==> src/rtl/pong_ball_ctrl.sv <==
// rtl/pong_ball_ctrl.sv - pong ball motion, wall/paddle bounce, scoring and game FSM
module pong_ball_ctrl #(
  parameter int SCREEN_W   = 640,
  parameter int SCREEN_H   = 480,
  parameter int BALL_SIZE  = 8,
  parameter int PADDLE_H   = 48,
  parameter int PADDLE_W   = 8,
  parameter int PADDLE_L_X = 16,
  parameter int PADDLE_R_X = 616,
  parameter int WIN_SCORE  = 9,
  parameter int SCORE_HOLD = 60
) (
  input  logic       clk,
  input  logic       rst_n,
  input  logic       frame_tick,
  input  logic       serve,
  input  logic [3:0] speed,
  input  logic [9:0] paddle_l_y,
  input  logic [9:0] paddle_r_y,
  output logic [9:0] ball_x,
  output logic [9:0] ball_y,
  output logic [3:0] score_l,
  output logic [3:0] score_r,
  output logic [1:0] state,
  output logic       point_pulse,
  output logic       game_over
);

  typedef enum logic [1:0] {
    S_IDLE   = 2'd0,
    S_PLAY   = 2'd1,
    S_SCORED = 2'd2,
    S_OVER   = 2'd3
  } state_t;

  localparam logic signed [10:0] X_MAX  = 11'(SCREEN_W - BALL_SIZE);
  localparam logic signed [10:0] Y_MAX  = 11'(SCREEN_H - BALL_SIZE);
  localparam logic signed [10:0] L_FACE = 11'(PADDLE_L_X + PADDLE_W);
  localparam logic signed [10:0] R_FACE = 11'(PADDLE_R_X - BALL_SIZE);
  localparam logic signed [10:0] BALL   = 11'(BALL_SIZE);
  localparam logic signed [10:0] PAD_H  = 11'(PADDLE_H);
  localparam logic [9:0]         CX     = 10'((SCREEN_W - BALL_SIZE) / 2);
  localparam logic [9:0]         CY     = 10'((SCREEN_H - BALL_SIZE) / 2);
  localparam logic [3:0]         WIN    = 4'(WIN_SCORE);
  localparam int                 HW     = (SCORE_HOLD > 1) ? $clog2(SCORE_HOLD) : 1;
  localparam logic [HW-1:0]      HOLD_LAST = HW'(SCORE_HOLD - 1);

  state_t        state_q, state_d;
  logic [9:0]    x_q, x_d, y_q, y_d;
  logic          dx_q, dx_d, dy_q, dy_d;
  logic [3:0]    sl_q, sl_d, sr_q, sr_d;
  logic [HW-1:0] hold_q, hold_d;
  logic          pp_q, pp_d;

  logic signed [10:0] spd, x_s, y_s, pl_s, pr_s;
  logic signed [10:0] x_dec, x_inc, y_dec, y_inc;
  logic               ovl_l, ovl_r, miss_l, miss_r;
  logic [3:0]         sl_inc, sr_inc;

  // 11-bit signed so that stepping past either edge is visible as <0 or >MAX
  assign spd   = (speed == 4'd0) ? 11'sd1 : $signed({7'd0, speed});
  assign x_s   = $signed({1'b0, x_q});
  assign y_s   = $signed({1'b0, y_q});
  assign pl_s  = $signed({1'b0, paddle_l_y});
  assign pr_s  = $signed({1'b0, paddle_r_y});
  assign x_dec = x_s - spd;
  assign x_inc = x_s + spd;
  assign y_dec = y_s - spd;
  assign y_inc = y_s + spd;
  assign ovl_l = (y_s + BALL > pl_s) && (y_s < pl_s + PAD_H);
  assign ovl_r = (y_s + BALL > pr_s) && (y_s < pr_s + PAD_H);
  assign sl_inc = sl_q + 4'd1;
  assign sr_inc = sr_q + 4'd1;

  always_comb begin
    state_d = state_q;
    x_d     = x_q;
    y_d     = y_q;
    dx_d    = dx_q;
    dy_d    = dy_q;
    sl_d    = sl_q;
    sr_d    = sr_q;
    hold_d  = hold_q;
    pp_d    = 1'b0;
    miss_l  = 1'b0;
    miss_r  = 1'b0;
    case (state_q)
      S_IDLE: if (serve) state_d = S_PLAY;
      S_PLAY: if (frame_tick) begin
        if (!dy_q) begin
          if (y_dec < 11'sd0) begin
            y_d  = '0;
            dy_d = 1'b1;
          end else y_d = y_dec[9:0];
        end else if (y_inc > Y_MAX) begin
          y_d  = Y_MAX[9:0];
          dy_d = 1'b0;
        end else y_d = y_inc[9:0];

        if (!dx_q) begin
          if (x_s >= L_FACE && x_dec < L_FACE && ovl_l) begin
            x_d  = L_FACE[9:0];
            dx_d = 1'b1;
          end else if (x_dec < 11'sd0) miss_l = 1'b1;
          else x_d = x_dec[9:0];
        end else begin
          if (x_s <= R_FACE && x_inc > R_FACE && ovl_r) begin
            x_d  = R_FACE[9:0];
            dx_d = 1'b0;
          end else if (x_inc > X_MAX) miss_r = 1'b1;
          else x_d = x_inc[9:0];
        end

        // a miss overrides the move: re-serve from centre toward the loser
        if (miss_l || miss_r) begin
          pp_d   = 1'b1;
          x_d    = CX;
          y_d    = CY;
          dx_d   = miss_r;
          dy_d   = 1'b1;
          hold_d = '0;
          if (miss_l) sr_d = sr_inc;
          else        sl_d = sl_inc;
          state_d = ((miss_l ? sr_inc : sl_inc) == WIN) ? S_OVER : S_SCORED;
        end
      end
      S_SCORED: if (frame_tick) begin
        if (hold_q == HOLD_LAST) begin
          state_d = S_IDLE;
          hold_d  = '0;
        end else hold_d = hold_q + HW'(1);
      end
      S_OVER: if (serve) begin
        sl_d    = '0;
        sr_d    = '0;
        state_d = S_IDLE;
      end
    endcase
  end

  always_ff @(posedge clk or negedge rst_n) begin
    if (!rst_n) begin
      state_q <= S_IDLE;
      x_q     <= CX;
      y_q     <= CY;
      dx_q    <= 1'b1;
      dy_q    <= 1'b1;
      sl_q    <= '0;
      sr_q    <= '0;
      hold_q  <= '0;
      pp_q    <= 1'b0;
    end else begin
      state_q <= state_d;
      x_q     <= x_d;
      y_q     <= y_d;
      dx_q    <= dx_d;
      dy_q    <= dy_d;
      sl_q    <= sl_d;
      sr_q    <= sr_d;
      hold_q  <= hold_d;
      pp_q    <= pp_d;
    end
  end

  assign ball_x      = x_q;
  assign ball_y      = y_q;
  assign score_l     = sl_q;
  assign score_r     = sr_q;
  assign state       = state_q;
  assign point_pulse = pp_q;
  assign game_over   = (state_q == S_OVER);

endmodule
==> config.mk <==
export PLATFORM = sky130hd
export DESIGN_NAME = pong_ball_ctrl
export DESIGN_NICKNAME = d
export VERILOG_FILES = /design/src/rtl/pong_ball_ctrl.sv
export SDC_FILE = /design/constraint.sdc
export NUM_CORES = 1
export LEC_CHECK = 0
export BUFFER_PORTS_ARGS = -buffer_cell sky130_fd_sc_hd__clkbuf_2
export CAP_MARGIN = 25
export CORE_MARGIN = 8
export CORE_UTILIZATION = 54
export DETAILED_ROUTE_END_ITERATION = 8
export GPL_ROUTABILITY_DRIVEN = 1
export PLACE_DENSITY = 0.83
export SLEW_MARGIN = 20
export SYNTH_ARGS = -nofsm -noshare
export SYNTH_HDL_FRONTEND = slang
export SYNTH_SLANG_ARGS = --single-unit
==> constraint.sdc <==
create_clock -name clk -period 3.18 [get_ports clk]
set_clock_uncertainty 0.2 [all_clocks]
set_input_delay 0.159 -clock clk [delete_from_list [all_inputs] [get_ports clk]]
set_output_delay 0.159 -clock clk [all_outputs]
set_load 0.01 [all_outputs]
# Yosys cells after proc, flatten, opt, wreduce, memory -nomap -nowiden
# Cells that the tools add are included.
[word_totals]
regBits = 39
[op_classes]
addsub = 10
n_lt_le_gt_ge = 12
n_eq_ne = 15
muxes = 55
reduce_logical = 17
[ops]
columns = ["op", "n"]
rows = [
  ["$mux 10", 10],
  ["$mux 4", 9],
  ["$mux 6", 4],
  ["$add 10x4->11", 2],
  ["$add 10x6->11 const B", 2],
  ["$gt 11x11->1", 2],
  ["$gt 11x11->1 const B", 2],
  ["$lt 11x1->1 const B", 2],
  ["$lt 11x11->1", 2],
  ["$mux 1", 22],
  ["$sub 10x4->11", 2],
  ["$ne 2x2->1 const B", 8],
  ["$pmux 4 s2", 2],
  ["$mux 2", 6],
  ["$pmux 6 s2", 1],
  ["$add 10x4->11 const B", 1],
  ["$gt 11x10->1 const B", 1],
  ["$lt 11x6->1 const B", 1],
  ["$ge 10x5->1 const B", 1],
  ["$le 10x10->1 const B", 1],
  ["$reduce_and 5->1", 2],
  ["$add 4x1->4 const B", 2],
  ["$ne 4x3->1 const B", 2],
  ["$pmux 2 s4", 1],
  ["13 further kinds", 21],
]

# Logic depth before layout (Yosys ltp)
# Gate-level depths: netlist (run 1).
[depth]
depth_word = 16
ltp_mapped = 14
ltp_nobuf = 13

# Worst setup path after synthesis (run 1)
# OpenSTA, ideal clock, no wires.
[synth_timing]
kind = "flip-flop to flip-flop"
from = "register y_q[7] (netlist: ball_y[7])"
to = "register x_q[2] (netlist: ball_x[2])"
setup_time_ns = 0.090
arrival_ns = 3.095
required_time_ns = 2.890
setup_slack_ns = -0.205
stages_incl_launch_ff = 14
path_buffers = 1
period_less_slack_ns = 3.385
cell_sequence = "dfstp_2 > clkbuf_1 > nand2_1 > nor2_1 > nand3_1 > xnor2_1 > ha_1 > nand2_1 > nor4_1 > or4b_4 > nor4_4 > nor3_1 > o32ai_1 > a21oi_1"
[synth_between]
elab_chain_cells = 11
word_cells_on_any_way = 25
classes_between = "add/sub (1); order compare (4); eq/ne (2); mux (12); reduce/logical (6)"
[synth_rtl]
columns = ["item", "line", "text"]
rows = [
  ["from (decl)", "49", "logic [9:0] x_q, x_d, y_q, y_d;"],
  ["from (signal assigned)", "155", "y_q <= y_d;"],
  ["$add 10x4->11", "70, 71", ""],
  ["$gt 11x11->1, on equally long branches", "70, 71", ""],
  ["$logic_and 1x1->1, on equally long branches", "70, 71", ""],
  ["$logic_and 1x1->1, on equally long branches", "101, 107", ""],
  ["$mux 1, on equally long branches", "101, 107", ""],
  ["$mux 1", "100", "if (!dx_q) begin"],
  ["$mux 1", "89", "S_PLAY: if (frame_tick) begin"],
  ["$mux 1", "87", "case (state_q)"],
  ["$logic_or 1x1->1", "115", "if (miss_l || miss_r) begin"],
  ["$ne 4x3->1 (no source line)", "--", ""],
  ["$reduce_and 4->1 (no source line)", "--", ""],
  ["to (signal assigned)", "144", "x_q <= CX;"],
  ["to (signal assigned)", "154", "x_q <= x_d;"],
  ["to (decl)", "49", ""],
]
# Several ways; a longest one is shown, not always the timed one. The select of a mux whose other input is x is not followed.
# A chain may end at the register's enable or synchronous reset.

# Worst setup path in the final report (run 1)
[layout_timing]
from = "register y_q[6] (netlist: ball_y[6])"
to = "register x_q[1] (netlist: ball_x[1])"
# The elaborated chain is that of the path after synthesis.

==> impl_metrics.json, run 1 <==
{
  "place_hpwl_um": 12460,
  "layout_common_cells": "buf_4 (100), clkbuf_2 (58), ha_1 (49)",
  "fillers": 641,
  "syn_area_um2": 4927,
  "ys_ff_latch": 39,
  "reg2reg_to": "ball_x[1]",
  "htree_levels": 2,
  "viasPerCell": 6.586,
  "slew_headroom_pct": 58.97,
  "min_to": "state[1]",
  "max_freq_mhz": 305.0,
  "critPathBufInv": 4,
  "crit_fanout": 4,
  "wl_um": 17520,
  "syn_area_per_cell_um2": 8.104,
  "maxSlewViolCount": 0,
  "portBuffers": 59,
  "hold_depth": 4,
  "cap_viol_max_count": 0,
  "cp-start-kind": "flop",
  "synth_area_leaders": "ha_1 (14%), dfrtp_1 (14%), dfstp_2 (6.4%)",
  "fin_ws_ns": -0.09898,
  "core-area_um2": 9065,
  "status": "finished, violations left",
  "cp_cell_sequence": "buf_4 -> buf_6 -> nand3_2 -> xnor2_2 -> ha_1 -> nand2_2 -> nor4_2 -> or4b_4 -> nor4_4 -> buf_4 -> buf_6 -> nor3_1 -> a31oi_1 -> o22ai_1",
  "cts_root_buffer": "clkbuf_8",
  "reg2reg_depth": 14,
  "hold_start": "frame_tick",
  "power.total_uw": 6387,
  "setup.worst_path.class": "reg -> reg",
  "drt_first_pass_iters": 5,
  "synthAdderAreaFrac_pct": 15.85,
  "cts_buffer_depth": 2,
  "synth_compound_area_share_pct": 29.23,
  "syn_nets": 696,
  "worstMarginPinSlew_ns": 0.5999,
  "diodes": 0,
  "hold_viol": 0,
  "overflow": 0,
  "slowest_delay_ns": 0.56,
  "drtIter0Drc": 593,
  "violations": "negative setup slack",
  "grt_pass1_vias": 5733,
  "clock_latency_ns": 0.31,
  "place_ws_ns": -0.2482,
  "reg2reg_setup_slack_ns": -0.1,
  "synth-edff-count": 0,
  "final_nets": 843,
  "gp_congestion": 0.9538,
  "synth-simple-area-share_pct": 23.34,
  "final_common_cell": "buf_4",
  "grt_pass1_wl_um": 27640,
  "min_period_over_period_pct": 103.1,
  "grtUsageTotal_pct": 26.49,
  "hold_class": "in -> reg",
  "synth_top_area_share_pct": 14.22,
  "layout-drive-gt1-share_pct": 37.70,
  "grt_max_degree": 40,
  "min_period_ns": 3.279,
  "synth_xor_area_share_pct": 4.799,
  "drtAntennaViolNets": 0,
  "antenna_found_initial": 0,
  "drcViolationCount": 0,
  "ys.flop_type": "dfrtp_1",
  "tritoncts": "built",
  "powerDensity_nw_per_um2": 968.1,
  "netlist_instances": 608,
  "setup_viol": 15,
  "synth.distinct_cells": 85,
  "pin_count": 60,
  "dieArea_um2": 12440,
  "ys_warn_count": 0,
  "area_growth_pct": 33.90,
  "wire_per_inst_um": 20.21,
  "finish.utilization_pct": 72.78,
  "critical_path.slowest_cell": "dfstp_2",
  "irDropWorstVdd_mv": 0.4894,
  "cp.arrival_ns": 3.27,
  "required_ns": 3.17,
  "r2r-start": "ball_y[6]",
  "die_w_um": 111.5,
  "die_y_um": 111.5,
  "synthMuxAreaShare_pct": 0.4317,
  "cts.sinks": 39,
  "yosys.area.top_type": "ha_1",
  "critPathTopFamily": "simple AND/OR/NAND/NOR gates",
  "synth-seq-area-share_pct": 20.11,
  "endpoint_kind": "flop",
  "route.vias.total": 5710,
  "initial_core_util_pct": 54.35,
  "cts_made_buffers": 5,
  "num_rows": 35,
  "synth_top_family_by_area": "compound AO/OA/AOI/OAI gates",
  "cts.reportedPaths.clkPinSlew_ns": 0.09,
  "synth-async-reset-ratio_pct": 100.0,
  "p_leak_uw": 0.002961,
  "rsz0062_at_grt": "yes"
}
[cells by family after synthesis]
group                    after synthesis
AND/OR/NAND/NOR                      211
multiplexers                           2
flip-flops                            39
buffers and inverters                 74
AO/OA/AOI/OAI                        195
XOR/XNOR                              27
adder cells (fa/ha/maj)               60
[power by group]
part / leakage (uW) / internal [uW] / switching, uW
registers: 0.000464 / 747 / 368
clock network: 0.0000402 / 153 / 203
logic: 0.00246 / 2210 / 2700
[layout make-up]
type	instances	area, um2	area share (%)
timing repair buffer	167	1151	17.45
clock inverter	3	20.02	0.3034
clock buffer	5	68.82	1.043
sequential	39	993.5	15.06
inverter	46	172.7	2.617
multi-input combinational	496	4053	61.43
tap	111	138.9	2.105
[state kept, by name, summed over array words and instances, names as in the netlist]
register and count:
ball_x 10, ball_y 10, hold_q 6, score_l 4, score_r 4, state 2, dx_q 1, dy_q 1
point_pulse 1
[synthesized netlist by cell type (8+ instances only)]
| master | n |
|---|---|
| or3_1 | 9 |
| a21oi_1 | 35 |
| a211oi_1 | 11 |
| nor2b_1 | 13 |
| nand2_1 | 46 |
| dfstp_2 | 12 |
| dfrtp_1 | 27 |
| nand2b_1 | 9 |
| a31oi_1 | 16 |
| nand3_1 | 22 |
| ha_1 | 56 |
| clkbuf_1 | 18 |
| nor2_1 | 37 |
| o211ai_1 | 9 |
| o21ai_0 | 31 |
| xor2_1 | 8 |
| inv_1 | 44 |
| nor3_1 | 23 |
| xnor2_1 | 19 |
[tightest hold or removal path, delay by kind of cell]
family,cells,cell delay (ns)
and+or+nand+nor,2,0.13
AOI/OAI and AO/OA,1,0.07
buffers and inverters,1,0.13
[worst max-delay path by stage]
stage                          from   endpoint  slack (ns)  cells after the start
final                     ball_y[6]  ball_x[1]        -0.1                     14
after global routing      ball_y[3]  ball_x[1]       -0.22                     13
after CTS                 ball_y[7]  ball_x[2]       -0.04                     13
after detailed placement   speed[1]  ball_x[9]       -0.25                     14
after global placement     speed[1]  ball_x[9]       -0.21                     14
after floorplan            speed[1]   state[0]        0.02                     12
[routing by layer]
metal	track usage [%]	up-vias	share of wire, %
li1	-	2575	-
met4	13.22	0	4.0
met3	5.032	72	8.4
met1	31.33	2757	40
met5	0	-	0
met2	44.97	306	48
[through the flow]
step / cell area, um2 / cells / hold slack (ns) / setup TNS [ns]
3_5_place_dp: 5892 / 837 / 0.1727 / -4.624
4_1_cts: 6300 / 859 / 0.01502 / -0.07264
3_3_place_gp: 5892 / 837 / 0.1653 / -2.363
6_report: 6598 / 867 / 0.01611 / -0.5506
5_1_grt: 6598 / 867 / 0.05575 / -2.673
2_1_floorplan: 4928 / 608 / -0.3366 / 0
[timing repair]
action | 4_1_cts | 5_1_grt
hold endpoints to repair | 28 | 0
resized for setup | 44 | 46
hold buffers | 2 | 0
buffers inserted | 11 | 7
cloned | 1 | 0
endpoints found under the setup margin | 28 | 37
pin swaps | 29 | 17
(Power assumes the default switching activity.)
==> run 2: changes to the inputs <==
Settings changed: REMOVE_ABC_BUFFERS set to 1, TNS_END_PERCENT set to 50.
==> impl_metrics.json, run 2 (same netlist as run 1, synthesis figures left out) <==
{
  "status": "finished, violations left",
  "violations": "negative setup slack",
  "portBuffers": 59,
  "powerDensity_nw_per_um2": 1012,
  "area_growth_pct": 36.08,
  "globalRouteMet3Util_pct": 3.084,
  "htree_levels": 2,
  "cts.sinks": 39,
  "use_met1_pct": 30.72,
  "layout-drive-gt1-share_pct": 38.27,
  "setup.worst_path.class": "reg -> reg",
  "drcViolationCount": 0,
  "final_nets": 829,
  "cp-start-kind": "flop",
  "grt_pass1_wl_um": 26930,
  "pin_count": 60,
  "min_period_ns": 3.257,
  "finish.utilization_pct": 73.97,
  "final_common_cell": "buf_4",
  "cp_cell_sequence": "buf_4 -> buf_8 -> nand3_4 -> xnor2_4 -> ha_4 -> nand2_2 -> nor3_4 -> o21a_1 -> nor3_1 -> buf_4 -> nor4_4 -> buf_6 -> o21ai_1 -> o41a_1 -> o211ai_2",
  "initial_core_util_pct": 54.35,
  "slew_headroom_pct": 61.04,
  "rsz0062_at_grt": "yes",
  "cts.reportedPaths.clkPinSlew_ns": 0.09,
  "worstMarginPinSlew_ns": 0.5809,
  "fin_ws_ns": -0.07744,
  "cap_viol_max_count": 0,
  "critical_path.slowest_cell": "dfstp_2",
  "die_w_um": 111.5,
  "drtAntennaViolNets": 0,
  "gp_congestion": 0.9813,
  "irDropWorstVdd_mv": 0.4277,
  "cts_buffer_depth": 2,
  "core-area_um2": 9065,
  "grt_util_met2_pct": 46.10,
  "dieArea_um2": 12440,
  "regArea_um2": 992.2,
  "critPathBufInv": 4,
  "place_hpwl_um": 12670,
  "cp.arrival_ns": 3.30,
  "hold_class": "in -> async",
  "drtIter0Drc": 752,
  "required_ns": 3.22,
  "stdcell_count": 853,
  "endpoint_kind": "flop",
  "hold_viol": 0,
  "grt_max_degree": 40,
  "route.vias.total": 5728,
  "min_period_over_period_pct": 102.4,
  "cp_common_cell": "buf_4",
  "antenna_found_initial": 0,
  "p_leak_uw": 0.002979,
  "grt_pass1_vias": 5522,
  "fillers": 581,
  "gr-max-usage-layer": "met2",
  "multi_input_area_um2": 4203,
  "die_y_um": 111.5,
  "wire_per_inst_um": 21.55,
  "clock_latency_ns": 0.31,
  "drt_first_pass_iters": 5,
  "placedCellCount": 826,
  "maxSlewViolCount": 0,
  "crit_fanout": 7,
  "critPathTopFamily": "simple AND/OR/NAND/NOR gates",
  "max_freq_mhz": 307.0,
  "wl_um": 18380,
  "overflow": 0,
  "cts_made_buffers": 5,
  "layout_common_cells": "buf_4 (83), clkbuf_2 (59), inv_1 (43), ha_1 (43), nand2_1 (38)",
  "tritoncts": "built",
  "setup_viol": 8,
  "reg2reg_setup_slack_ns": -0.08,
  "cts_root_buffer": "clkbuf_8",
  "slowest_delay_ns": 0.59,
  "num_rows": 35,
  "diodes": 0,
  "grtUsageTotal_pct": 25.92,
  "viasPerCell": 6.715
}
run 2: final timing paths:
check / start / end / cells after the start
min in group clk: frame_tick / state[1] / 4
min reg2reg: hold_q[4] / hold_q[4] / 1
max in group asynchronous: rst_n / ball_y[3] / 3
max reg2reg: ball_y[6] / ball_x[4] / 15
max: ball_y[6] / ball_x[4] / 15
min: rst_n / score_l[3] / 2
run 2: area by class of cell:
cell class	instances	share of cell area (%)
multi-input cells	495	62.68
repair buffers	154	16.12
flip-flops and latches	39	14.80
inverters	46	2.575
well taps	111	2.071
clock buffers	6	1.232
clock inverters	2	0.5225
run 2: per-stage QoR:
stage          total power (uW)  setup WS [ns]  cell area (um2)  setup TNS [ns]  hold slack, ns
6_report                   6785       -0.07744             6705         -0.1686         0.04053
5_1_grt                    7139        -0.1930             6705          -2.288         0.05993
4_1_cts                    5784       -0.01857             6058        -0.04682         0.04365
3_5_place_dp               5194        -0.2235             5797          -4.077          0.1598
3_3_place_gp               5032        -0.1515             5797          -1.767          0.1575
2_1_floorplan              3592      -0.004078             4792       -0.007005         -0.3366
run 2: metal layers:
metal / part of all wire, % / up-vias
met4: 4.9 / 0
met3: 7.7 / 101
met5: 0 / -
met1: 39 / 2738
li1: - / 2538
met2: 49 / 351
run 2: repair_timing:
action / 4_1_cts / 5_1_grt
hold buffers: 2 / 0
endpoints found under the setup margin: 29 / 37
buffers inserted: 6 / 9
endpoints found under the hold margin: 28 / 0
pin swaps: 12 / 37
resized for setup: 18 / 104
cloned: 0 / 1
run 2: report_power, final:
| part | internal [uW] | switching [uW] |
|---|---|---|
| Sequential | 747 | 388 |
| Clock | 254 | 196 |
| Combinational | 2320 | 2890 |
| Total | 3320 | 3470 |
==> run 3: changes to the inputs <==
Settings changed: BUFFER_PORTS_ARGS -buffer_cell sky130_fd_sc_hd__clkbuf_2 to -buffer_cell sky130_fd_sc_hd__buf_2.
==> impl_metrics.json, run 3 (same netlist as run 1, synthesis figures left out) <==
{
  "drtIter0Drc": 549,
  "drt_first_pass_iters": 5,
  "grt_max_degree": 40,
  "htree_levels": 2,
  "power_frac_clock_pct": 5.4,
  "cts_made_buffers": 5,
  "final_area_um2": 6394,
  "overflow": 0,
  "layout-drive-gt1-share_pct": 35.32,
  "p_switching_uw": 3180,
  "core-area_um2": 9065,
  "drcViolationCount": 0,
  "endpoint": "ball_x[2]",
  "worstMarginPinSlew_ns": 0.8687,
  "min_period_ns": 3.371,
  "cp-startpoint": "ball_y[5]",
  "setup.worst_path.class": "reg -> reg",
  "layout_common_cells": "buf_4 (86), buf_2 (59), ha_1 (50)",
  "min_period_over_period_pct": 106.0,
  "fillers": 634,
  "die_w_um": 111.5,
  "grt_util_met2_pct": 41.86,
  "grt_pass1_wl_um": 25230,
  "final_common_cell": "buf_4",
  "dieArea_um2": 12440,
  "cap_viol_max_count": 0,
  "reg2reg_setup_slack_ns": -0.19,
  "globalRouteMet3Util_pct": 4.113,
  "initial_core_util_pct": 54.35,
  "portBuffers": 59,
  "power.total_uw": 6205,
  "irDropWorstVdd_mv": 0.3483,
  "powerDensity_nw_per_um2": 970.6,
  "hold_class": "in -> reg",
  "cp_common_cell": "buf_4",
  "crit_fanout": 5,
  "num_rows": 35,
  "fin_ws_ns": -0.1910,
  "hold_viol": 0,
  "endpoint_kind": "flop",
  "area_growth_pct": 29.76,
  "hold_depth": 4,
  "antenna_found_initial": 0,
  "max_freq_mhz": 296.7,
  "wl_um": 16730,
  "reg2reg_to": "ball_x[2]",
  "multi_input_area_um2": 4003,
  "rsz0062_at_grt": "yes",
  "cts_root_buffer": "clkbuf_8",
  "drtAntennaViolNets": 0,
  "r2r-start": "ball_y[5]",
  "critPathTopFamily": "simple AND/OR/NAND/NOR gates",
  "slew_headroom_pct": 42.09,
  "critPathBufInv": 2,
  "grtUsageTotal_pct": 24.15,
  "required_ns": 3.21,
  "setup_viol": 10,
  "cts.reportedPaths.clkPinSlew_ns": 0.09,
  "cp_cell_sequence": "buf_4 -> nand3_2 -> xnor2_2 -> ha_1 -> nand2_2 -> nor4_2 -> or4b_4 -> nor4_4 -> buf_4 -> nor3_2 -> o32ai_1 -> a21oi_1",
  "gr-max-usage-layer": "met2",
  "viasPerCell": 6.536,
  "reg2reg_depth": 12,
  "wire_per_inst_um": 19.68,
  "cts.sinks": 39,
  "tritoncts": "built",
  "die_y_um": 111.5,
  "maxSlewViolCount": 0,
  "p_leak_uw": 0.002863,
  "intPower_uw": 3026,
  "final_nets": 826,
  "cts_buffer_depth": 2,
  "p_comb_share_pct": 77.4,
  "cp.arrival_ns": 3.40,
  "gp_congestion": 0.9605,
  "use_met1_pct": 28.80,
  "placedInstanceArea_um2": 5834,
  "route.vias.total": 5556,
  "pin_count": 60,
  "violations": "negative setup slack",
  "slowest_delay_ns": 0.59,
  "critical_path.slowest_cell": "dfstp_2",
  "place_ws_ns": -0.2487,
  "place_hpwl_um": 12090,
  "regArea_um2": 992.2,
  "grt_pass1_vias": 5335,
  "swShare_pct": 51.24,
  "diodes": 0,
  "cp-start-kind": "flop",
  "clock_latency_ns": 0.30,
  "status": "finished, violations left",
  "cp_num_cells": 12,
  "p_seq_share_pct": 17.1
}
[run 3: cell types whose count changed in the layout (fill, tap and decap cells not counted), moves of 3 or more]
cell / delta
buf_2: +59
buf_4: +3
clkbuf_2: -59
ha_1: +7
ha_2: -4
ha_4: -3
nand2_1: +5
nand2_2: -4
o21ai_0: +4
o21ai_1: -5
[run 3: area by class of cell]
class | count | share of cell area (%)
Sequential cell | 39 | 15.52
Clock inverter | 1 | 0.07828
Inverter | 46 | 2.701
Timing Repair Buffer | 151 | 15.73
Clock buffer | 7 | 1.194
Multi-Input combinational cell | 495 | 62.60
Tap cell | 111 | 2.172
[run 3: power groups by stage]
stage | clock network (uW) | registers, uW | logic, uW
2_1_floorplan | 0 | 1160 | 2430
3_3_place_gp | 0 | 1010 | 4020
3_5_place_dp | 0 | 1030 | 4130
4_1_cts | 340 | 1020 | 4270
5_1_grt | 358 | 1090 | 5150
6_report | 338 | 1060 | 4800
[run 3: worst min-delay path: cells and delay by family]
family	cells	cell delay [ns]
AO/OA/AOI/OAI	1	0.07
AND/OR/NAND/NOR	2	0.11
buffers and inverters	1	0.13
[run 3: per-layer routing]
metal | wire [um] | vias to the layer above
met5 | 0 | -
met4 | 545 | 0
met3 | 1237 | 63
met2 | 8231 | 307
met1 | 6717 | 2655
li1 | - | 2531
[run 3: per-stage QoR]
stage	hold slack, ns	TNS (ns)	util [%]	std cells
floorplan	-0.3366	-0.007005	-	580
global placement	0.1270	-3.163	64.36	831
detailed placement	0.1262	-4.188	64.36	831
CTS	0.01663	-0.01150	66.78	845
global route	0.05000	-2.617	70.53	850
finish	0.02632	-1.134	70.53	850
[run 3: how the worst min path moves through the flow]
stage | from | slack, ns | to
finish | frame_tick | 0.03 | state[1]
global route | frame_tick | 0.05 | state[1]
CTS | frame_tick | 0.02 | state[1]
detailed placement | rst_n | 0.13 | score_l[2]
global placement | rst_n | 0.13 | score_l[2]
floorplan | rst_n | -0.34 | ball_x[0]
[run 3: repair_timing]
action,4_1_cts,5_1_grt
setup endpoints to repair,25,36
pin swaps,5,28
hold buffers,2,0
gates resized for setup,18,61
setup buffers,4,5
hold endpoints to repair,28,0
